**config.mk**
```make
export PLATFORM = sky130hd
export DESIGN_NAME = error_reader_flat
export DESIGN_NICKNAME = d
export VERILOG_FILES = /design/src/rtl/error_reader_if.sv /design/src/rtl/error_reader.sv /design/src/flat_wrapper.sv
export SDC_FILE = /design/constraint.sdc
export NUM_CORES = 1
export LEC_CHECK = 0
export CORE_MARGIN = 5
export CORE_UTILIZATION = 30
export DETAILED_ROUTE_END_ITERATION = 12
export PLACE_DENSITY = 0.63
export RECOVER_POWER = 50
export SYNTH_ARGS = -nofsm -noshare
export SYNTH_HDL_FRONTEND = slang
export SYNTH_SLANG_ARGS = --single-unit
```
**constraint.sdc**
```tcl
create_clock -name clk_i -period 3.1 [get_ports clk_i]
set_clock_uncertainty 0.2 [all_clocks]
set_input_delay 0.62 -clock clk_i [delete_from_list [all_inputs] [get_ports clk_i]]
set_output_delay 0.62 -clock clk_i [all_outputs]
set_load 0.05 [all_outputs]
```
**src/rtl/error_reader_if.sv**
```systemverilog
// Error memory reader bus: start/done handshake, error memory read port
// and the accumulated results. The reader owns the slave side; the
// controller / memory / consumer side uses master.
interface error_reader_if #(
   parameter int DATA_W = 20,
   parameter int ADDR_W = 8,
   parameter int ACC_W  = 48
);
   logic              start;
   logic [DATA_W-1:0] err_rdata;
   logic              e_read;
   logic [ADDR_W-1:0] e_addr;
   logic              busy;
   logic              done;
   logic [ACC_W-1:0]  sum_err;
   logic [ACC_W-1:0]  sum_sq;

   modport slave (
      input  start, err_rdata,
      output e_read, e_addr, busy, done, sum_err, sum_sq
   );

   modport master (
      output start, err_rdata,
      input  e_read, e_addr, busy, done, sum_err, sum_sq
   );
endinterface

```
**src/rtl/error_reader.sv**
```systemverilog
// error_reader: streams N signed error words out of the error memory
// (synchronous read, one cycle latency) and accumulates the signed error
// sum and the sum of squared errors for the gradient/MSE stage.
//
// Build option: define ERROR_READER_SQ_EN to build the squarer and the
// sum_sq accumulator. Without it no multiplier exists and sum_sq is 0;
// sum_err, timing and handshake are unchanged.
//
// Pass timing: READ for N cycles, DRAIN one cycle (last word lands),
// DONE one cycle (done pulse), then IDLE. Both accumulators wrap
// modulo 2^ACC_W.
module error_reader #(
   parameter int N      = 150,
   parameter int DATA_W = 20,
   parameter int ADDR_W = 8,
   parameter int ACC_W  = 48
) (
   input  logic          clk_i,
   input  logic          rst_i,
   error_reader_if.slave bus
);

   typedef enum logic [1:0] {
      IDLE  = 2'd0,
      READ  = 2'd1,
      DRAIN = 2'd2,
      DONE  = 2'd3
   } state_t;

   // Address of the final word; the counter parks here after a pass so
   // e_addr never goes past N-1.
   localparam logic [ADDR_W-1:0] LAST_ADDR = ADDR_W'(N - 1);

   state_t            state_q, state_d;
   logic [ADDR_W-1:0] cnt_q, cnt_d;
   logic              vld_q;
   logic              rd;
   logic              clr;
   logic [ACC_W-1:0]  sum_err_q, sum_err_d;

   // Read word seen as signed, then sign-extended (or wrapped) to ACC_W.
   logic signed [DATA_W-1:0] rd_s;
   logic signed [ACC_W-1:0]  err_acc;

   assign rd_s    = bus.err_rdata;
   assign err_acc = ACC_W'(rd_s);

   // Next-state, counter and strobe decode.
   always_comb begin
      state_d = state_q;
      cnt_d   = cnt_q;
      rd      = 1'b0;
      clr     = 1'b0;
      unique case (state_q)
         IDLE: begin
            if (bus.start) begin
               state_d = READ;
               cnt_d   = '0;
               clr     = 1'b1;
            end
         end
         READ: begin
            rd = 1'b1;
            if (cnt_q == LAST_ADDR) begin
               state_d = DRAIN;
            end else begin
               cnt_d = cnt_q + 1'b1;
            end
         end
         DRAIN:   state_d = DONE;
         DONE:    state_d = IDLE;
         default: state_d = IDLE;
      endcase
   end

   // Signed error accumulator: cleared on a new pass, adds each returned word.
   always_comb begin
      sum_err_d = sum_err_q;
      if (clr) begin
         sum_err_d = '0;
      end else if (vld_q) begin
         sum_err_d = sum_err_q + err_acc;
      end
   end

   // State, counter, read-valid pipe and error sum registers.
   always_ff @(posedge clk_i) begin
      if (rst_i) begin
         state_q   <= IDLE;
         cnt_q     <= '0;
         vld_q     <= 1'b0;
         sum_err_q <= '0;
      end else begin
         state_q   <= state_d;
         cnt_q     <= cnt_d;
         vld_q     <= rd;
         sum_err_q <= sum_err_d;
      end
   end

`ifdef ERROR_READER_SQ_EN
   // Square is computed at full 2*DATA_W width so -2^(DATA_W-1) squares to
   // 2^(2*DATA_W-2) without overflow; it is non-negative, so zero-extend.
   logic signed [2*DATA_W-1:0] rd_w;
   logic signed [2*DATA_W-1:0] sq;
   logic        [2*DATA_W-1:0] sq_u;
   logic        [ACC_W-1:0]    sq_acc;
   logic        [ACC_W-1:0]    sum_sq_q, sum_sq_d;

   assign rd_w   = (2*DATA_W)'(rd_s);
   assign sq     = rd_w * rd_w;
   assign sq_u   = sq;
   assign sq_acc = ACC_W'(sq_u);

   // Squared error accumulator, same clear/enable as the signed sum.
   always_comb begin
      sum_sq_d = sum_sq_q;
      if (clr) begin
         sum_sq_d = '0;
      end else if (vld_q) begin
         sum_sq_d = sum_sq_q + sq_acc;
      end
   end

   // Squared error sum register.
   always_ff @(posedge clk_i) begin
      if (rst_i) begin
         sum_sq_q <= '0;
      end else begin
         sum_sq_q <= sum_sq_d;
      end
   end

   assign bus.sum_sq = sum_sq_q;
`else
   assign bus.sum_sq = '0;
`endif

   assign bus.e_read  = rd;
   assign bus.e_addr  = cnt_q;
   assign bus.busy    = (state_q != IDLE);
   assign bus.done    = (state_q == DONE);
   assign bus.sum_err = sum_err_q;

endmodule

```
**src/flat_wrapper.sv**
```systemverilog
// flat-port wrapper written by rule: the top's interface ports become plain ports
module error_reader_flat 
#(
   parameter int N      = 150,
   parameter int DATA_W = 20,
   parameter int ADDR_W = 8,
   parameter int ACC_W  = 48
)
  (clk_i, rst_i, bus_start, bus_err_rdata, bus_e_read, bus_e_addr, bus_busy, bus_done, bus_sum_err, bus_sum_sq);
  error_reader_if #(.DATA_W(DATA_W), .ADDR_W(ADDR_W), .ACC_W(ACC_W)) bus_i ();
  input  logic clk_i;
  input  logic rst_i;
  input wire logic [$bits(bus_i.start)-1:0] bus_start;
  input wire logic [$bits(bus_i.err_rdata)-1:0] bus_err_rdata;
  output wire logic [$bits(bus_i.e_read)-1:0] bus_e_read;
  output wire logic [$bits(bus_i.e_addr)-1:0] bus_e_addr;
  output wire logic [$bits(bus_i.busy)-1:0] bus_busy;
  output wire logic [$bits(bus_i.done)-1:0] bus_done;
  output wire logic [$bits(bus_i.sum_err)-1:0] bus_sum_err;
  output wire logic [$bits(bus_i.sum_sq)-1:0] bus_sum_sq;
  assign bus_i.start = bus_start;
  assign bus_i.err_rdata = bus_err_rdata;
  assign bus_e_read = bus_i.e_read;
  assign bus_e_addr = bus_i.e_addr;
  assign bus_busy = bus_i.busy;
  assign bus_done = bus_i.done;
  assign bus_sum_err = bus_i.sum_err;
  assign bus_sum_sq = bus_i.sum_sq;
  error_reader #(.N(N), .DATA_W(DATA_W), .ADDR_W(ADDR_W), .ACC_W(ACC_W)) u_core (.clk_i(clk_i), .rst_i(rst_i), .bus(bus_i));
endmodule
```
# Word-level counts from Yosys, hierarchy flattened
# Cells that the tools add are included.
[totals]
out_inout_bits = 107
in_bits = 23
register_bits = 59
[classes]
n_reduce_logical = 6
n_mux = 9
n_eq_ne = 7
addsub = 2
[ops]
columns = ["op", "n"]
rows = [
  ["$add A48 B48 Y48", 1],
  ["$mux W8", 2],
  ["$pmux W8 S2", 1],
  ["$add A8 B1 Y8 const B", 1],
  ["$eq A8 B8 Y1 const B", 1],
  ["$pmux W2 S4", 1],
  ["$eq A2 B2 Y1 const B", 2],
  ["$mux W2", 2],
  ["$ne A2 B2 Y1 const B", 2],
  ["$reduce_bool A2 Y1", 2],
  ["$mux W1", 3],
  ["$reduce_and A3 Y1", 1],
  ["$eq A2 B1 Y1 const B", 1],
  ["$logic_not A2 Y1", 1],
  ["$ne A2 B1 Y1 const B", 1],
  ["$reduce_and A2 Y1", 1],
  ["$reduce_or A2 Y1", 1],
]

# Longest topological paths before layout
# Gate-level depths: netlist of run 1.
[logic_depth]
ltp_word = 3
ltp_mapped = 13
ltp_nobuf = 13

# Least setup slack after synthesis of run 1
# OpenSTA, ideal clock, no wires.
[synth_timing]
path_type = "input to register"
start = "input bus_err_rdata[0]"
end = "register u_core.sum_err_q[44], in the netlist u_core.bus.sum_err[44]"
t_required_ns = 2.783
setup_ns = 0.117
path_buffers = 0
arrival_time_ns = 3.016
path_slack_ns = -0.233
cell_stages = 13
path_cell_list = "ha_1 fa_1 a21oi_1 a2bb2oi_1 nand3b_1 a311o_1 nand3_1 o211a_1 o21ai_1 a21o_1 a41oi_1 mux2i_1 nand2_1"
[synth_via]
elab_chain_cells = 1
[synth_lines]
columns = ["element", "line_no", "text"]
rows = [
  ["from (decl)", "flat_wrapper.sv:14", "input wire logic [$bits(bus_i.err_rdata)-1:0] bus_err_rdata;"],
  ["$add A48 B48 Y48", "error_reader.sv:82", "sum_err_d = sum_err_q + err_acc;"],
  ["to (signal assigned)", "error_reader.sv:97", "sum_err_q <= sum_err_d;"],
  ["to (decl)", "error_reader.sv:39", "logic [ACC_W-1:0] sum_err_q, sum_err_d;"],
]
# Every way passes these cells.
# A chain may end at the register's enable or synchronous reset.

# Worst setup path after layout of run 1
[layout_timing]
start = "input bus_err_rdata[0]"
end = "register u_core.sum_err_q[36], in the netlist u_core.bus.sum_err[36]"
# Same word-level chain as after synthesis.

==> impl_metrics.py, run 1 <==
metrics = {
    "timing": {
        "timing.final.crit_share_pct": 100,
        "final_hold_viol_count": 0,
        "maxSlewHeadroom_pct": 45.4,
        "fmax_mhz": 321,
        "fin_crit_ps": 3110,
        "finalMaxSlewViolations": 0,
        "hold_ws_ps": 274,
        "setup_viol": 1,
        "setup_ws_ps": -14.0,
        "worst_slew_pin_slew_ps": 818,
        "rsz0062_at_grt": "yes",
    },
    "synthesis": {
        "synth-simple-area-share_pct": 18.4,
        "ys.flop_type": "dfxtp_1",
        "synth_top_family_by_area": "compound AO/OA/AOI/OAI gates",
        "synth_fa_ha_area_share_pct": 13.3,
        "synth_compound_area_share_pct": 21.3,
        "synth_mux_area_share_pct": 7.20,
        "syn_avg_cell_area_um2": 8.11,
        "yosysUniqueCellTypes": 56,
        "syn_inst": 634,
        "synth-edff-count": 0,
        "netlist_area_mm2": 0.00514,
        "ys_seq_area_share_pct": 23.0,
        "async_flop_share_pct": 0,
        "synth-seq-cells": 59,
        "yosys_warnings": 0,
        "synth_xor_area_share_pct": 7.15,
    },
    "placed_design": {
        "placedCellCount": 1088,
        "place.gp.congestion": 0.877,
        "pre_cts_ws_ps": -944,
        "port_buffers": 81,
        "dp.final_hpwl_um": 11800,
    },
    "clock_tree": {
        "clk_pin_slew_worst_paths_ps": 60,
        "clk_latency_ps": 350,
        "h-tree-depth": 3,
        "cts.sinks": 59,
        "cts_tree": "done",
        "clock-root-buffer": "clkbuf_16",
        "cts_buffers": 9,
        "cts_buffer_depth": 2,
    },
    "grt": {
        "grt_first_pass_wirelength_um": 25900,
        "grt_pass1_vias": 5335,
        "antenna_found_initial": 0,
        "grt.overflow.total": 0,
        "grt_usage_pct": 15.8,
        "grt_max_degree": 54,
    },
    "detailed_routing": {
        "route.vias.total": 5360,
        "routed_wl_um": 16100,
        "first_iter_violations": 263,
        "vias_per_cell": 4.77,
        "antenna_left": 0,
        "firstDrtPassIters": 4,
        "avgRoutedWirePerCell_um": 14.3,
        "drc": 0,
    },
    "final_layout": {
        "multiInputGateArea_mm2": 0.00423,
        "drive_gt1_share_pct": 36.0,
        "area_delta_synth_final_pct": 62.6,
        "finalNonFillerCells": 1124,
        "nets": 976,
        "ff_latch_area_mm2": 0.00120,
        "fillers": 1568,
        "antenna_cells": 0,
    },
    "worst_setup_path": {
        "ff2ff_path_depth": 14,
        "end_kind": "register",
        "cp.required_ps": 3140,
        "cp.arrival_ps": 3150,
        "critPathLaunchType": "input pin",
        "crit_fanout": 3,
        "r2r_setup_slack_ps": 20,
        "r2r_start": "u_core.bus.sum_err[0]$_SDFFE_PP0P_",
        "path_class": "in2reg",
        "r2r-end": "u_core.bus.sum_err[36]$_SDFFE_PP0P_",
    },
    "power_and_ir_drop": {
        "leakagePower_nw": 3.93,
        "ir_drop_mv": 0.284,
        "power_density_mw_per_mm2": 516,
    },
    "min_path": {
        "min-delay-start": "u_core.bus.sum_err[47]$_SDFFE_PP0P_",
        "hp-class": "reg2reg",
        "min_to": "u_core.bus.sum_err[47]$_SDFFE_PP0P_",
        "holdPathStages": 2,
    },
    "run": {
        "cap_violations": 0,
    },
    "floorplanning": {
        "num_rows": 47,
        "core_mm2": 0.0167,
        "start_util_pct": 30.8,
        "num_io_pins": 130,
        "die-area_mm2": 0.0199,
        "dieWidth_um": 141,
        "die_h_um": 141,
    },
    "run_status": {
        "violations": "negative setup slack",
        "status": "complete, but fails checks",
    },
}
## through the flow
step,TNS (ps),instance area (um^2),utilization [%],power [W]
after floorplan,-235,5420,-,0.00242
after global placement,-20530,7390,44.3,0.00316
after detailed placement,-20950,7390,44.3,0.00318
after CTS,-55.3,8210,49.1,0.00431
after global routing,-626,8360,50.1,0.00458
final,-14.0,8360,50.1,0.00432
## critical path, cell delays in order
cell and delay (ps):
buf_6 100, ha_4 150, fa_2 380, a21oi_4 170
a2bb2oi_2 180, nand3b_1 130, a311o_1 370, nand3_2 100
o211a_4 190, o21ai_4 70, a21o_1 210, buf_4 160
xor2_2 130, mux2i_1 140, nor2_1 60
## kinds of logic (layout without fill, tap and decap cells)
family	count (synthesis)	after routing
AND/OR/NAND/NOR	192	192
flip-flops	59	59
buffers and inverters	84	307
AO/OA/AOI/OAI	165	165
multiplexers	37	37
other	1	48
XOR/XNOR	42	42
adder cells (fa/ha/maj)	54	54
## state kept, by name, summed over array words and instances, names as in the netlist
name                flops
u_core.bus.e_addr       8
u_core.state_q          2
u_core.vld_q            1
u_core.bus.sum_err     48
## routing by layer
layer / wire [um] / global-route usage, % / part of all wire [%]
met1: 7370 / 20.3 / 46
met2: 7890 / 26.5 / 49
met3: 542 / 2.54 / 3.4
met4: 274 / 5.92 / 1.7
met5: 0 / 0 / 0
## final cells by class
type | count | area share [%]
sequential | 59 | 14.3
tap | 220 | 3.29
multi-input combinational | 538 | 50.6
timing repair buffer | 281 | 28.0
inverter | 10 | 0.449
clock inverter | 5 | 0.329
clock buffer | 11 | 3.02
## what timing repair did
action                     in CTS  in global routing
setup endpoints to repair      29                 17
pin swaps                      59                 33
gates resized for setup       125                 35
hold buffers                    0                  0
setup buffers                  15                  6
## report_power, final
group	internal (W)	switching, W	leakage, nW
logic	0.00103	0.00138	3.30
clock network	0.000578	0.000390	0.141
registers	0.000856	0.0000892	0.484
total	0.00246	0.00186	3.93
## synthesized netlist by cell type (7+ instances only)
| cell | count | share of area [%] |
|---|---|---|
| a21o_1 | 38 | 5.5 |
| a21oi_1 | 48 | 4.7 |
| a31oi_1 | 8 | 0.97 |
| and3_1 | 7 | 0.85 |
| buf_4 | 48 | 7.0 |
| clkbuf_1 | 22 | 1.6 |
| dfxtp_1 | 59 | 23 |
| ha_1 | 53 | 13 |
| inv_1 | 10 | 0.73 |
| mux2i_1 | 37 | 7.2 |
| nand2_1 | 35 | 2.6 |
| nand3_1 | 21 | 2.0 |
| nand4_1 | 14 | 1.7 |
| nor2_1 | 64 | 4.7 |
| nor2b_1 | 13 | 1.6 |
| nor3_1 | 10 | 0.97 |
| o21a_1 | 8 | 1.2 |
| o21ai_0 | 23 | 2.2 |
| xnor2_1 | 24 | 4.1 |
| xor2_1 | 18 | 3.1 |
## worst max-delay path by stage
stage	startpoint	depth (start not counted)	endpoint	slack [ps]
3_3_place_gp	bus_err_rdata[0]	14	u_core.bus.sum_err[44]$_SDFFE_PP0P_	-890
5_1_grt	u_core.bus.sum_err[11]$_SDFFE_PP0P_	13	u_core.bus.sum_err[43]$_SDFFE_PP0P_	-140
2_1_floorplan	bus_err_rdata[0]	13	u_core.bus.sum_err[44]$_SDFFE_PP0P_	-110
3_5_place_dp	bus_err_rdata[19]	16	u_core.bus.sum_err[43]$_SDFFE_PP0P_	-940
4_1_cts	u_core.bus.sum_err[4]$_SDFFE_PP0P_	13	u_core.bus.sum_err[43]$_SDFFE_PP0P_	-60
6_report	bus_err_rdata[0]	15	u_core.bus.sum_err[36]$_SDFFE_PP0P_	-10
## layout by cell type (no fill, tap or decap), types with 25 or more instances in the layout
master	synthesis	final
a21o_1	38	38
dlygate4sd3_1	0	35
buf_4	48	188
dfxtp_1	59	45
a21oi_1	48	31
ha_4	0	25
clkdlybuf4s50_1	0	26
nand2_1	35	33
conb_1	1	48
mux2i_1	37	37
ha_1	53	27
nor2_1	64	61
Power figures use the tool's default switching activity.
==> inputs of run 2 (changes only) <==
Clock period 3.1 ns to 2.7 ns, I/O delays scaled along.
==> impl_metrics.py, run 2 (synthesized netlist as in run 1, its figures left out) <==
metrics = {
    "floorplanning": {
        "die-area_mm2": 0.0199,
        "core_mm2": 0.0167,
        "dieWidth_um": 141,
        "start_util_pct": 30.8,
        "die_h_um": 141,
        "num_io_pins": 130,
        "num_rows": 47,
    },
    "final_layout": {
        "area_delta_synth_final_pct": 66.3,
        "final_cell_mix": "199 x buf_4, 63 x nor2_1, 48 x conb_1, 38 x a21o_1, 37 x mux2i_1",
        "post-route-util_pct": 51.2,
        "final_common_cell": "buf_4",
        "drive_gt1_share_pct": 38.5,
        "nets": 991,
        "largest_register_ffs": 48,
    },
    "detailed_routing": {
        "avgRoutedWirePerCell_um": 14.6,
        "first_iter_violations": 273,
        "route.vias.total": 5447,
        "antenna_left": 0,
        "firstDrtPassIters": 5,
        "drc": 0,
        "routed_wl_um": 16700,
        "vias_per_cell": 4.77,
    },
    "power_and_ir_drop": {
        "finalPower_w": 0.00498,
        "leakagePower_nw": 4.02,
        "ir_drop_mv": 0.570,
        "power_density_mw_per_mm2": 582,
    },
    "grt": {
        "grt_pass1_vias": 5368,
        "grt_first_pass_wirelength_um": 26100,
        "grt.overflow.total": 0,
        "antenna_found_initial": 2,
        "grt_usage_pct": 16.1,
        "grt_max_degree": 33,
    },
    "clock_tree": {
        "cts_buffer_depth": 2,
        "cts_buffers": 9,
        "clk_pin_slew_worst_paths_ps": 60,
        "h-tree-depth": 3,
        "clk_latency_ps": 350,
        "cts_hold_buf": 0,
        "clock-root-buffer": "clkbuf_16",
        "cts.sinks": 59,
        "cts_tree": "done",
    },
    "worst_setup_path": {
        "crit_fanout": 3,
        "end_kind": "register",
        "path_class": "reg2reg",
        "cp.arrival_ps": 3120,
        "cp_cell_sequence": "ha_4 > buf_4 > a31oi_2 > a211oi_2 > o21ai_2 > a311oi_2 > or2_1 > buf_4 > or2_4 > a41o_1 > a221oi_2 > nor2b_2 > o32ai_2",
        "cp.required_ps": 2710,
        "cpPeakStageDelay_ps": 350,
        "ff2ff_path_depth": 13,
        "critPathLaunchType": "register",
        "crit_path_top_delay_cell": "dfxtp_4",
        "cp_common_cell": "buf_4",
    },
    "timing": {
        "finalMaxSlewViolations": 0,
        "final_hold_viol_count": 0,
        "timing.final.crit_share_pct": 115,
        "fmax_mhz": 321,
        "fin_crit_ps": 3110,
        "maxSlewHeadroom_pct": 60.5,
        "worst_slew_pin_slew_ps": 591,
        "setup_ws_ps": -414,
        "setup_viol": 27,
        "rsz0062_at_grt": "yes",
    },
    "run_status": {
        "status": "complete, but fails checks",
        "violations": "negative setup slack",
    },
    "placed_design": {
        "dp.final_hpwl_um": 12200,
        "place.gp.congestion": 0.885,
        "port_buffers": 81,
        "pre_cts_ws_ps": -1140,
    },
    "min_path": {
        "holdPathStages": 2,
        "hp-class": "reg2reg",
    },
    "run": {
        "cap_violations": 0,
    },
}
-- run 2: what timing repair did --
item                       CTS  global route
pin swaps                   62            52
setup buffers               18            16
setup endpoints to repair   37            33
resized for setup           92            47
gates cloned                 1             0
-- run 2: path summary, 6_finish.rpt --
check                                           start                                   to  slack [ps]
setup / recovery   u_core.bus.sum_err[4]$_SDFFE_PP0P_  u_core.bus.sum_err[43]$_SDFFE_PP0P_        -410
hold / removal    u_core.bus.sum_err[47]$_SDFFE_PP0P_  u_core.bus.sum_err[47]$_SDFFE_PP0P_         270
setup reg to reg   u_core.bus.sum_err[4]$_SDFFE_PP0P_  u_core.bus.sum_err[43]$_SDFFE_PP0P_        -410
hold reg to reg   u_core.bus.sum_err[47]$_SDFFE_PP0P_  u_core.bus.sum_err[47]$_SDFFE_PP0P_         270
-- run 2: where the power goes --
part	internal, W	total, W	leakage (nW)	switching [W]
clock network	0.000645	0.00109	0.137	0.000445
registers	0.000986	0.00109	0.490	0.0000995
logic	0.00120	0.00280	3.39	0.00161
-- run 2: area by class of cell --
| class | instances | area [um^2] |
|---|---|---|
| diodes | 2 | 5.00 |
| fillers | 1563 | 8150 |
| clock buffers | 12 | 246 |
| repair buffers | 296 | 2460 |
| well taps | 220 | 275 |
| flip-flops and latches | 59 | 1220 |
| clock inverters | 4 | 25.0 |
| multi-input cells | 538 | 4280 |
| inverters | 10 | 37.5 |
-- run 2: through the flow --
step	cell area (um^2)	TNS [ps]	hold slack, ps	std cells
3_3_place_gp	7600	-29190	265	1094
5_1_grt	8550	-8790	304	1140
4_1_cts	8300	-5350	277	1128
2_1_floorplan	5600	-3710	318	681
6_report	8550	-5440	269	1141
3_5_place_dp	7600	-30760	271	1094
-- run 2: worst max-delay path, delay by kind of cell (launching register included) --
kind | cells | cell delay, ps
fa+ha+maj | 1 | 240
buf+inv | 2 | 290
compound gates | 7 | 1220
simple gates | 3 | 690
flops | 1 | 350
-- run 2: layer usage --
metal  global-route usage [%]  wire length [um]  vias up
li1                         -                 -     2762
met1                     19.6              7180     2532
met2                     27.9              8220      133
met3                     4.67              1030       18
met4                     3.98               218        2
met5                        0                 7        -
==> inputs of run 3 (changes only) <==
--- a/constraint.sdc
+++ b/constraint.sdc
@@ -3,3 +3,3 @@
 set_input_delay 0.54 -clock clk_i [delete_from_list [all_inputs] [get_ports clk_i]]
 set_output_delay 0.54 -clock clk_i [all_outputs]
-set_load 0.05 [all_outputs]
+set_load 0.01 [all_outputs]
==> impl_metrics.py, run 3 (synthesized netlist as in run 1, its figures left out) <==
metrics = {
    "detailed_routing": {
        "wl_met3_um": 918,
        "top_layer": "met5",
        "drt-met1-wl_um": 7320,
        "dr_wl_met2_um": 8020,
        "route.vias.total": 5450,
        "antenna_left": 0,
        "avgRoutedWirePerCell_um": 14.4,
        "routed_wl_um": 16600,
        "firstDrtPassIters": 4,
        "first_iter_violations": 231,
        "drc": 0,
        "vias_per_cell": 4.73,
    },
    "grt": {
        "antenna_found_initial": 2,
        "grt_pass1_vias": 5496,
        "grt_first_pass_wirelength_um": 26700,
        "grt_max_degree": 54,
        "grt_usage_pct": 16.2,
        "grt.overflow.total": 0,
    },
    "floorplanning": {
        "num_io_pins": 130,
        "dieWidth_um": 141,
        "num_rows": 47,
        "die-area_mm2": 0.0199,
        "core_mm2": 0.0167,
        "start_util_pct": 30.8,
        "die_h_um": 141,
    },
    "clock_tree": {
        "clock-root-buffer": "clkbuf_16",
        "cts_buffer_depth": 2,
        "h-tree-depth": 3,
        "cts_buffers": 9,
        "cts.sinks": 59,
        "clk_pin_slew_worst_paths_ps": 60,
        "clk_latency_ps": 350,
        "cts_hold_buf": 0,
        "cts_tree": "done",
    },
    "run_status": {
        "violations": "negative setup slack",
        "status": "complete, but fails checks",
    },
    "min_path": {
        "hp-class": "reg2reg",
        "min-delay-start": "u_core.bus.sum_err[47]$_SDFFE_PP0P_",
        "min_to": "u_core.bus.sum_err[47]$_SDFFE_PP0P_",
        "holdPathStages": 2,
    },
    "timing": {
        "finalMaxSlewViolations": 0,
        "fin_crit_ps": 2990,
        "maxSlewHeadroom_pct": 54.7,
        "setup_viol": 22,
        "setup_ws_ps": -295,
        "worst_slew_pin_slew_ps": 680,
        "fmax_mhz": 334,
        "rsz0062_at_grt": "yes",
        "timing.final.crit_share_pct": 111,
        "final_hold_viol_count": 0,
    },
    "worst_setup_path": {
        "cp.required_ps": 2700,
        "end_kind": "register",
        "ff2ff_path_depth": 12,
        "path_class": "in2reg",
        "critPathLaunchType": "input pin",
        "r2r-end": "u_core.bus.sum_err[43]$_SDFFE_PP0P_",
        "cpPeakStageDelay_ps": 280,
        "cp_common_cell": "or2_4",
        "crit_fanout": 3,
        "r2r_start": "u_core.bus.sum_err[4]$_SDFFE_PP0P_",
        "r2r_setup_slack_ps": -290,
        "cp_cell_sequence": "buf_2 > ha_4 > a21o_1 > a31oi_4 > a211oi_2 > o21ai_2 > a311oi_4 > or2_4 > or2_4 > a41o_1 > a221oi_2 > nor2b_2 > o32ai_2",
        "crit_path_top_delay_cell": "or2_4",
        "cp.arrival_ps": 3000,
    },
    "placed_design": {
        "port_buffers": 81,
        "place.gp.congestion": 0.858,
        "placed_area_mm2": 0.00763,
        "dp.final_hpwl_um": 11900,
    },
    "final_layout": {
        "area_delta_synth_final_pct": 70.6,
        "final_common_cell": "buf_4",
        "nets": 1004,
        "largest_register_ffs": 48,
        "final_area_mm2": 0.00877,
        "post-route-util_pct": 52.5,
        "drive_gt1_share_pct": 38.4,
        "final_cell_mix": "212 x buf_4, 63 x nor2_1, 61 x clkdlybuf4s50_1, 53 x dfxtp_1, 48 x conb_1",
        "fillers": 1551,
    },
    "power_and_ir_drop": {
        "leakagePower_nw": 4.02,
        "ir_drop_mv": 0.454,
        "power_density_mw_per_mm2": 560,
    },
    "run": {
        "cap_violations": 0,
    },
}
[run 3: changes by cell type in the layout (fill, tap and decap cells not counted), moves of 4 or more]
cell             before  now
buf_4               199  212
clkbuf_1              4    0
clkdlybuf4s50_1      35   61
dfxtp_1              35   53
dfxtp_2              20    6
dfxtp_4               4    0
dlygate4sd3_1        24    0
ha_4                 21   27
[run 3: worst max path at each step]
stage	endpoint	start	slack, ps
after global routing	u_core.bus.sum_err[43]$_SDFFE_PP0P_	u_core.bus.sum_err[11]$_SDFFE_PP0P_	-430
final	u_core.bus.sum_err[43]$_SDFFE_PP0P_	bus_err_rdata[4]	-290
after detailed placement	u_core.bus.sum_err[32]$_SDFFE_PP0P_	bus_err_rdata[0]	-1120
after global placement	u_core.bus.sum_err[40]$_SDFFE_PP0P_	bus_err_rdata[0]	-1080
after floorplan	u_core.bus.sum_err[44]$_SDFFE_PP0P_	bus_err_rdata[0]	-430
after CTS	u_core.bus.sum_err[43]$_SDFFE_PP0P_	u_core.bus.sum_err[11]$_SDFFE_PP0P_	-290
[run 3: through the flow]
stage | total power [W] | hold WS, ps | worst slack (ps) | cells | setup TNS (ps)
final | 0.00491 | 286 | -295 | 1153 | -3700
after global placement | 0.00328 | 261 | -1080 | 1100 | -28720
after global routing | 0.00522 | 310 | -433 | 1153 | -6870
after floorplan | 0.00238 | 286 | -426 | 681 | -3700
after CTS | 0.00484 | 274 | -287 | 1140 | -3570
after detailed placement | 0.00330 | 266 | -1120 | 1100 | -29900
[run 3: layer usage]
metal / track usage [%] / vias up
li1: - / 2786
met1: 20.5 / 2538
met2: 27.1 / 105
met3: 4.17 / 19
met4: 4.90 / 2
met5: 0 / -
[run 3: cell type report]
cell class	instances	area (um^2)	area share [%]
Tap cell	220	275	3.14
Timing Repair Buffer	309	2570	29.2
Antenna cell	1	2.50	0.0285
Sequential cell	59	1190	13.5
Inverter	10	37.5	0.428
Clock buffer	9	225	2.57
Clock inverter	7	116	1.33
Multi-Input combinational cell	538	4360	49.7
[run 3: critical path: cells and delay by family]
family                   cells  cell delay, ps
AO/OA/AOI/OAI                8            1380
AND/OR/NAND/NOR              3             710
adder cells (fa/ha/maj)      1             240
buffers and inverters        1             110
[run 3: what timing repair did]
| item | in CTS | in global routing |
|---|---|---|
| endpoints found under the setup margin | 36 | 30 |
| cloned | 1 | 0 |
| pin swaps | 61 | 49 |
| resized for setup | 104 | 53 |
| buffers inserted | 26 | 14 |
| hold endpoints to repair | 0 | 0 |
[run 3: where the power goes]
part	internal, W	switching [W]
combinational	0.00128	0.00119
clock	0.000900	0.000466
sequential	0.000980	0.000103
